===== src/rtl/seg7_pkg.sv =====
// Shared seven-segment definitions: active-low abcdefg glyphs and sample layout.
// Both the display driver and the capture side use this table.
package seg7_pkg;

    localparam int unsigned NUM_DIGITS = 4;

    localparam logic [0:6] SEG_0     = 7'b0000001;
    localparam logic [0:6] SEG_1     = 7'b1001111;
    localparam logic [0:6] SEG_2     = 7'b0010010;
    localparam logic [0:6] SEG_3     = 7'b0000110;
    localparam logic [0:6] SEG_4     = 7'b1001100;
    localparam logic [0:6] SEG_5     = 7'b0100100;
    localparam logic [0:6] SEG_6     = 7'b0100000;
    localparam logic [0:6] SEG_7     = 7'b0001111;
    localparam logic [0:6] SEG_8     = 7'b0000000;
    localparam logic [0:6] SEG_9     = 7'b0000100;
    localparam logic [0:6] SEG_BLANK = 7'b1111111;

    typedef struct packed {
        logic [3:0] an;
        logic [0:6] seg;
    } sample_t;

    localparam sample_t SAMPLE_RST = '{an: 4'b1111, seg: SEG_BLANK};

    function automatic logic [0:6] seg7_glyph(input logic [3:0] bcd);
        logic [0:6] g;
        unique case (bcd)
            4'd0:    g = SEG_0;
            4'd1:    g = SEG_1;
            4'd2:    g = SEG_2;
            4'd3:    g = SEG_3;
            4'd4:    g = SEG_4;
            4'd5:    g = SEG_5;
            4'd6:    g = SEG_6;
            4'd7:    g = SEG_7;
            4'd8:    g = SEG_8;
            4'd9:    g = SEG_9;
            default: g = SEG_BLANK;
        endcase
        return g;
    endfunction

endpackage


===== src/rtl/seg7_pattern_decode.sv =====
// Active-low abcdefg pattern to BCD, flagging blank and non-glyph patterns.
module seg7_pattern_decode
    import seg7_pkg::*;
(
    input  logic [0:6] seg_i,
    output logic       is_glyph_o,
    output logic       is_blank_o,
    output logic [3:0] bcd_o
);

    always_comb begin
        is_glyph_o = 1'b1;
        is_blank_o = 1'b0;
        bcd_o      = 4'd0;
        unique case (seg_i)
            SEG_0: bcd_o = 4'd0;
            SEG_1: bcd_o = 4'd1;
            SEG_2: bcd_o = 4'd2;
            SEG_3: bcd_o = 4'd3;
            SEG_4: bcd_o = 4'd4;
            SEG_5: bcd_o = 4'd5;
            SEG_6: bcd_o = 4'd6;
            SEG_7: bcd_o = 4'd7;
            SEG_8: bcd_o = 4'd8;
            SEG_9: bcd_o = 4'd9;
            SEG_BLANK: begin
                is_glyph_o = 1'b0;
                is_blank_o = 1'b1;
            end
            default: is_glyph_o = 1'b0;
        endcase
    end

endmodule


===== src/rtl/seg7_capture.sv =====
// Seven-segment bus sniffer: waits for a stable {an,SSeg} sample and
// decodes it back into a per-anode BCD digit with valid/error flags.
module seg7_capture
    import seg7_pkg::*;
#(
    parameter int unsigned STABLE_CYCLES = 4,
    parameter int unsigned CNT_W         = 8
) (
    input  logic        clk,
    input  logic        rst_n,
    input  logic [0:6]  SSeg,
    input  logic [3:0]  an,
    output logic [15:0] digits,
    output logic [3:0]  digit_valid,
    output logic [3:0]  err,
    output logic        upd,
    output logic [1:0]  upd_idx
);

    localparam logic [CNT_W-1:0] CNT_ONE = CNT_W'(1);
    localparam logic [CNT_W-1:0] CNT_MAX = CNT_W'(STABLE_CYCLES);

    sample_t          in_q, in_prev_q;
    logic [CNT_W-1:0] cnt_q, cnt_d;
    logic [15:0]      digits_q, digits_d;
    logic [3:0]       valid_q, valid_d;
    logic [3:0]       err_q, err_d;
    logic             upd_q, upd_d;
    logic [1:0]       idx_q, idx_d;

    logic       same, fire;
    logic       sel_ok;
    logic [1:0] sel_idx;
    logic       is_glyph, is_blank;
    logic [3:0] bcd;

    seg7_pattern_decode u_dec (
        .seg_i      (in_q.seg),
        .is_glyph_o (is_glyph),
        .is_blank_o (is_blank),
        .bcd_o      (bcd)
    );

    assign same = (in_q == in_prev_q);

    // Fire only on the step into STABLE_CYCLES, never while parked there.
    always_comb begin
        if (same) begin
            cnt_d = (cnt_q == CNT_MAX) ? cnt_q : cnt_q + CNT_ONE;
        end else begin
            cnt_d = CNT_ONE;
        end
        fire = (cnt_d == CNT_MAX) && (!same || cnt_q != CNT_MAX);
    end

    always_comb begin
        sel_ok  = 1'b1;
        sel_idx = 2'd0;
        unique case (in_q.an)
            4'b1110: sel_idx = 2'd0;
            4'b1101: sel_idx = 2'd1;
            4'b1011: sel_idx = 2'd2;
            4'b0111: sel_idx = 2'd3;
            default: sel_ok  = 1'b0;
        endcase
    end

    always_comb begin
        digits_d = digits_q;
        valid_d  = valid_q;
        err_d    = err_q;
        upd_d    = 1'b0;
        idx_d    = idx_q;
        if (fire && sel_ok) begin
            upd_d = 1'b1;
            idx_d = sel_idx;
            if (is_glyph) begin
                digits_d[{sel_idx, 2'b00} +: 4] = bcd;
                valid_d[sel_idx] = 1'b1;
                err_d[sel_idx]   = 1'b0;
            end else if (is_blank) begin
                valid_d[sel_idx] = 1'b0;
                err_d[sel_idx]   = 1'b0;
            end else begin
                err_d[sel_idx] = 1'b1;
            end
        end
    end

    always_ff @(posedge clk or negedge rst_n) begin
        if (!rst_n) begin
            in_q      <= SAMPLE_RST;
            in_prev_q <= SAMPLE_RST;
            cnt_q     <= '0;
            digits_q  <= '0;
            valid_q   <= '0;
            err_q     <= '0;
            upd_q     <= 1'b0;
            idx_q     <= 2'd0;
        end else begin
            in_q      <= '{an: an, seg: SSeg};
            in_prev_q <= in_q;
            cnt_q     <= cnt_d;
            digits_q  <= digits_d;
            valid_q   <= valid_d;
            err_q     <= err_d;
            upd_q     <= upd_d;
            idx_q     <= idx_d;
        end
    end

    assign digits      = digits_q;
    assign digit_valid = valid_q;
    assign err         = err_q;
    assign upd         = upd_q;
    assign upd_idx     = idx_q;

endmodule


===== config.mk =====
export PLATFORM = sky130hd
export DESIGN_NAME = seg7_capture
export DESIGN_NICKNAME = d
export VERILOG_FILES = /design/src/rtl/seg7_pkg.sv /design/src/rtl/seg7_pattern_decode.sv /design/src/rtl/seg7_capture.sv
export SDC_FILE = /design/constraint.sdc
export NUM_CORES = 1
export LEC_CHECK = 0
export BUFFER_PORTS_ARGS = -buffer_cell sky130_fd_sc_hd__buf_2
export CELL_PAD_IN_SITES_DETAIL_PLACEMENT = 2
export CELL_PAD_IN_SITES_GLOBAL_PLACEMENT = 2
export CORE_UTILIZATION = 41
export CTS_BUF_LIST = sky130_fd_sc_hd__clkbuf_8
export DETAILED_ROUTE_END_ITERATION = 12
export PLACE_DENSITY = 0.94
export RECOVER_POWER = 50
export SLEW_MARGIN = 5
export SYNTH_ARGS = -nofsm -noshare
export SYNTH_HDL_FRONTEND = slang
export SYNTH_SLANG_ARGS = --single-unit

===== constraint.sdc =====
create_clock -name clk -period 4.2 [get_ports clk]
set_input_delay 0 -clock clk [delete_from_list [all_inputs] [get_ports clk]]
set_output_delay 0 -clock clk [all_outputs]
set_load 0.02 [all_outputs]

======== Word-level counts from Yosys, hierarchy flattened ========
Index checks and enable logic that the tools add are counted.
operators by class
  order comparisons ....................... 2
  equal/unequal tests ..................... 18
  mux-type cells .......................... 15
  reduce and logical (&&, ||, !) cells .... 11
  add/sub/neg operators ................... 2
  bitwise operators ....................... 5
  shifts and indexed selects .............. 2
operators by type and width
  cell                                                                      count
  4-bit case mux with 9 select lines                                        1
  7-bit == test (second input constant)                                     3
  16-bit bitwise mux                                                        1
  8-bit by 3-bit == test with 1-bit output (second input constant)          2
  4-bit 2-to-1 mux                                                          4
  8-bit 2-to-1 mux                                                          2
  4-bit by 6-bit variable shift with 16-bit output (first input constant)   1
  4-bit by 6-bit variable part select with 16-bit output                    1
  7-bit by 3-bit == test with 1-bit output (second input constant)          2
  7-bit by 6-bit == test with 1-bit output (second input constant)          2
  4-bit == test (second input constant)                                     3
  11-bit == test                                                            1
  10-bit OR reduction                                                       1
  8-bit by 1-bit adder with 8-bit output (second input constant)            1
  4-bit bitwise AND                                                         2
  8-bit by 3-bit inequality test with 1-bit output (second input constant)  1
  4-bit OR                                                                  2
  7-bit by 1-bit == test with 1-bit output (second input constant)          1
  7-bit by 4-bit == test with 1-bit output (second input constant)          1
  7-bit by 5-bit == test with 1-bit output (second input constant)          1
  7-bit logical NOT                                                         1
  4-bit negator with 6-bit output                                           1
  2-bit case mux with 3 select lines                                        1
  1-bit 2-to-1 mux                                                          5
  11 further kinds                                                          14
storage, ports and cells
  output and inout port bits .............. 27
  flip-flop bits (word level) ............. 57
  logic and storage cells ................. 65
  input bits .............................. 13

======== Longest topological paths before layout ========
  depth after elaboration ................. 10
  gate-level depth with buffers ........... 9
  gate-level depth less buffers ........... 8

======== Cells and area by module ========
Synthesis repeated with hierarchy kept, for this count alone.
second synthesis, totals
  cells, all modules ...................... 255
  area, all modules ....................... 2911.5 sq um
by module, submodules not included
  module               cells each  instances  area each (sq um)
  seg7_capture         224         1          2720.1
  seg7_pattern_decode  31          1          191.4

======== Least setup slack after synthesis ========
OpenSTA, ideal clock, no wires.
  path kind ............................... flip-flop to flip-flop
  from .................................... register cnt_q[0]
  to ...................................... register (tool-made name)
  path buffers ............................ 1
  arrival ................................. 2.339 ns
  library setup time ...................... 0.127 ns
  required time ........................... 4.073 ns
  cell stages (with the launch flop) ...... 9
  setup slack ............................. 1.734 ns
  cell sequence ........................... dfrtp_1 > ha_1 > or4b_1 > o311ai_1 > o211a_1 > or4b_4 > buf_6 > o31ai_1 > nand2_1
RTL lines
  item                    RTL line             RTL
  from (decl)             seg7_capture.sv:24   logic [CNT_W-1:0] cnt_q, cnt_d;
  from (signal assigned)  seg7_capture.sv:103  cnt_q <= cnt_d;

======== Worst setup path after layout ========
  from .................................... register in_q[0] in the netlist's numbering
  to ...................................... register digits_q[3], in the netlist digits[3]
on the way
  word-level cells in the longest chain between the ends .. 6
  elaborated cells on any way between the ends .. 23
  classes of those cells .................. eq/ne: 11; shift: 1; mux: 4; reduce/logical: 7
RTL lines
  item                                                                                                            RTL line             RTL
  from (decl)                                                                                                     seg7_capture.sv:23   sample_t in_q, in_prev_q;
  from (signal assigned)                                                                                          seg7_capture.sv:101  in_q <= '{an: an, seg: SSeg};
  parallel branches: the longest is 6 deep, another holds 4-bit by 6-bit variable part select with 16-bit output  n/a
  to (signal assigned)                                                                                            seg7_capture.sv:104  digits_q <= digits_d;
  to (decl)                                                                                                       seg7_capture.sv:25   logic [15:0] digits_q, digits_d;
Parallel ways; which one is timed is not known.
A chain may end at the register's enable or synchronous reset.

==> results.tsv <==
metric	value	unit
insertion_delay	0.37	ns
worstSetupPathType	register to register	
grt_pass1_wl	15.8	mm
synth_cells	239	
synth.avg_cell_area	11.2	sq um
synthFlopType	dfrtp_1	
drt_iter0_drc	164	
synth_edf_count	0	
gr-total-overflow	0	
fillers	653	
p_int	0.885	mW
hold_viol	0	
final_cell_mix	35 x dfrtp_1, 27 x buf_2, 21 x nand2_1	
seqCellArea	1450	sq um
numClockSinks	57	
setup_viol	0	
max_stage_delay	0.78	ns
cts_tree	done	
crit_start	in_q[0]$_DFF_PN1_	
seqPwrFrac	0.481	
slew_violations	58	
yosysWarnings	0	
p_switching	0.335	mW
antennaDiodeCount	0	
cp_max_fo	8	
stdcell_area	3230	sq um
cts_buffer_depth	2	
cts_htree_levels	3	
gp_congestion	0.854	
worst_pin_slew	3.10	ns
fin_skew	0.0215	ns
timing.rr.start	in_q[0]$_DFF_PN1_	
netlist.area_leader.share	0.327	
wl_met1	3.97	mm
cp-end-kind	register	
start_util	0.424	
cts.reportedPaths.clkPinSlew	0.09	ns
pwr-share-clk	0.459	
synthAdderAreaFrac	0.0280	
critical-path-slowest-cell	dfstp_1	
switching_share	0.275	
crit_arrival	3.46	ns
crit_top_cell	nand3_1	
cts_resized	0	
vias_per_cell	5.76	
grt_pass1_vias	2538	
grt.total_usage	0.314	
die_h	82.8	um
peakVddDrop	0.000256	V
root_buffer	clkbuf_8	
wl_met2	5.10	mm
areaGrowthSynthToFinish	20.7	%
yosys_register_bits	57	
ant_nets	0	
core-area	6310	sq um
muxShareOfSynthArea	0.0710	
vias	2167	
path_cells	xor2_1 -> nor4_1 -> nand3_1 -> nor4_4 -> nand3_1 -> mux2_2	
synth_xor_area_frac	0.0785	
p_leak	1.49	nW
cts_buffers	9	
rsz0062_at_grt	no	
layout-drive-gt1-share	0.247	
drc	0	
io_pins	40	
synth-simple-area-share	0.194	
cp.required	4.45	ns
io_buffers	39	
ys_seq_area_frac	0.543	
synth_nets	258	
pwr_density_cell	377	nW/um^2
drtPass1Iterations	6	
antenna_found_initial	0	
holdCritPathClass	input pin to register	
combPwrFrac	0.060	
drv_cap	1	
min-delay-start	SSeg[4]	
placed_cell_area	2930	sq um
wl_met3	447	um
ys_types	39	
fin_crit_sh	0.765	
wl	10.0	mm
synth_top_area_cell	dfrtp_1	
layout.nets	313	
crit_path_start_kind	register	
synth_top_family_by_area	simple AND/OR/NAND/NOR gates	
wl_per_cell	26.7	um
core.rowCount	29	
finalPower	1.22	mW
final_common_cell	dfrtp_1	
status	finished with violations	
violations	max-capacitance violations, max-slew violations	
dieArea	6860	sq um
layout_min_cycle_time	3.21	ns
dr.max_layer_used	met4	
grt_max_degree	58	
die_width	82.8	um
multi_input_area	1140	sq um
synth.area.top_cells	dfrtp_1 33%, dfstp_2 22%, mux2_2 6.7%, xor2_1 6.5%, nand3_1 3.0%	
synth-compound-area-share	0.0523	
synth_area	2680	sq um
dp_hpwl	4.80	mm
finalSetupTns	0	ns
synthArstFlopShare	1.00	
max_freq	0.311	GHz
maxSlewHeadroom	-1.07	
per-layer routing:
layer  global-route usage  vias to the layer above
met5                    0                        -
met4                0.183                        0
met3               0.0656                       39
met2                0.545                       70
met1                0.357                     1117
li1                     -                      941
area by class of cell:
type	count	area share
Sequential cell	57	0.450
Clock inverter	6	0.0205
Inverter	10	0.0116
Tap cell	77	0.0298
Multi-Input combinational cell	164	0.352
Timing Repair Buffer	52	0.0941
Clock buffer	10	0.0426
final timing paths:
path,end,slack [ns],cells after the start
setup / recovery,digits[3]$_DFFE_PN0P_,0.99,6
hold / removal,in_q[2]$_DFF_PN1_,0.28,2
setup reg to reg,digits[3]$_DFFE_PN0P_,0.99,6
hold reg to reg,in_prev_q[7]$_DFF_PN1_,0.47,0
max in group asynchronous,digits[13]$_DFFE_PN0P_,1.16,3
min in group asynchronous,digits[1]$_DFFE_PN0P_,1.28,3
power by group through the flow:
stage / sequential, mW / clock, mW / combinational, mW
2_1_floorplan: 0.585 / 0 / 0.0355
3_3_place_gp: 0.593 / 0 / 0.0527
3_5_place_dp: 0.595 / 0 / 0.0568
4_1_cts: 0.587 / 0.553 / 0.0700
5_1_grt: 0.588 / 0.584 / 0.0785
6_report: 0.587 / 0.559 / 0.0730
stage by stage:
step | util | setup WS (ns) | instances | hold WS, ns
floorplan | - | 1.73 | 239 | -0.296
global placement | 0.464 | 1.54 | 348 | 0.105
detailed placement | 0.464 | 1.37 | 348 | 0.107
CTS | 0.515 | 1.24 | 376 | 0.286
global route | 0.512 | 0.623 | 376 | 0.302
finish | 0.512 | 0.986 | 376 | 0.284
cells in the mapped netlist (all sizes together), types with 4 or more instances:
cell type  count
nand2b         4
nand2         21
o31ai          4
mux2          16
nor3           9
dfstp         22
inv           10
ha             6
nand3         16
nor4           5
xor2          20
nand4b         5
dfrtp         35
buf            6
nor2          19
o21ai          9
xnor2          4
worst max-delay path: cells and delay by family, from the launching register on:
family	cells	cell delay, ns
and+or+nand+nor	4	1.75
xor gates and xnor gates	1	0.15
DFF	1	0.78
muxes	1	0.40
repair_timing:
action	in CTS	in global routing
hold buffers	12	0
hold endpoints to repair	46	0
buffers inserted	0	0
setup endpoints to repair	0	0
cell families (layout without fill, tap and decap cells):
family,count (synthesis),after routing
flip-flops,57,57
XOR/XNOR,24,24
buffers and inverters,18,78
adder cells (fa/ha/maj),6,6
AO/OA/AOI/OAI,22,22
AND/OR/NAND/NOR,95,95
multiplexers,17,17
Note: power is estimated with default switching activity, not from simulation.
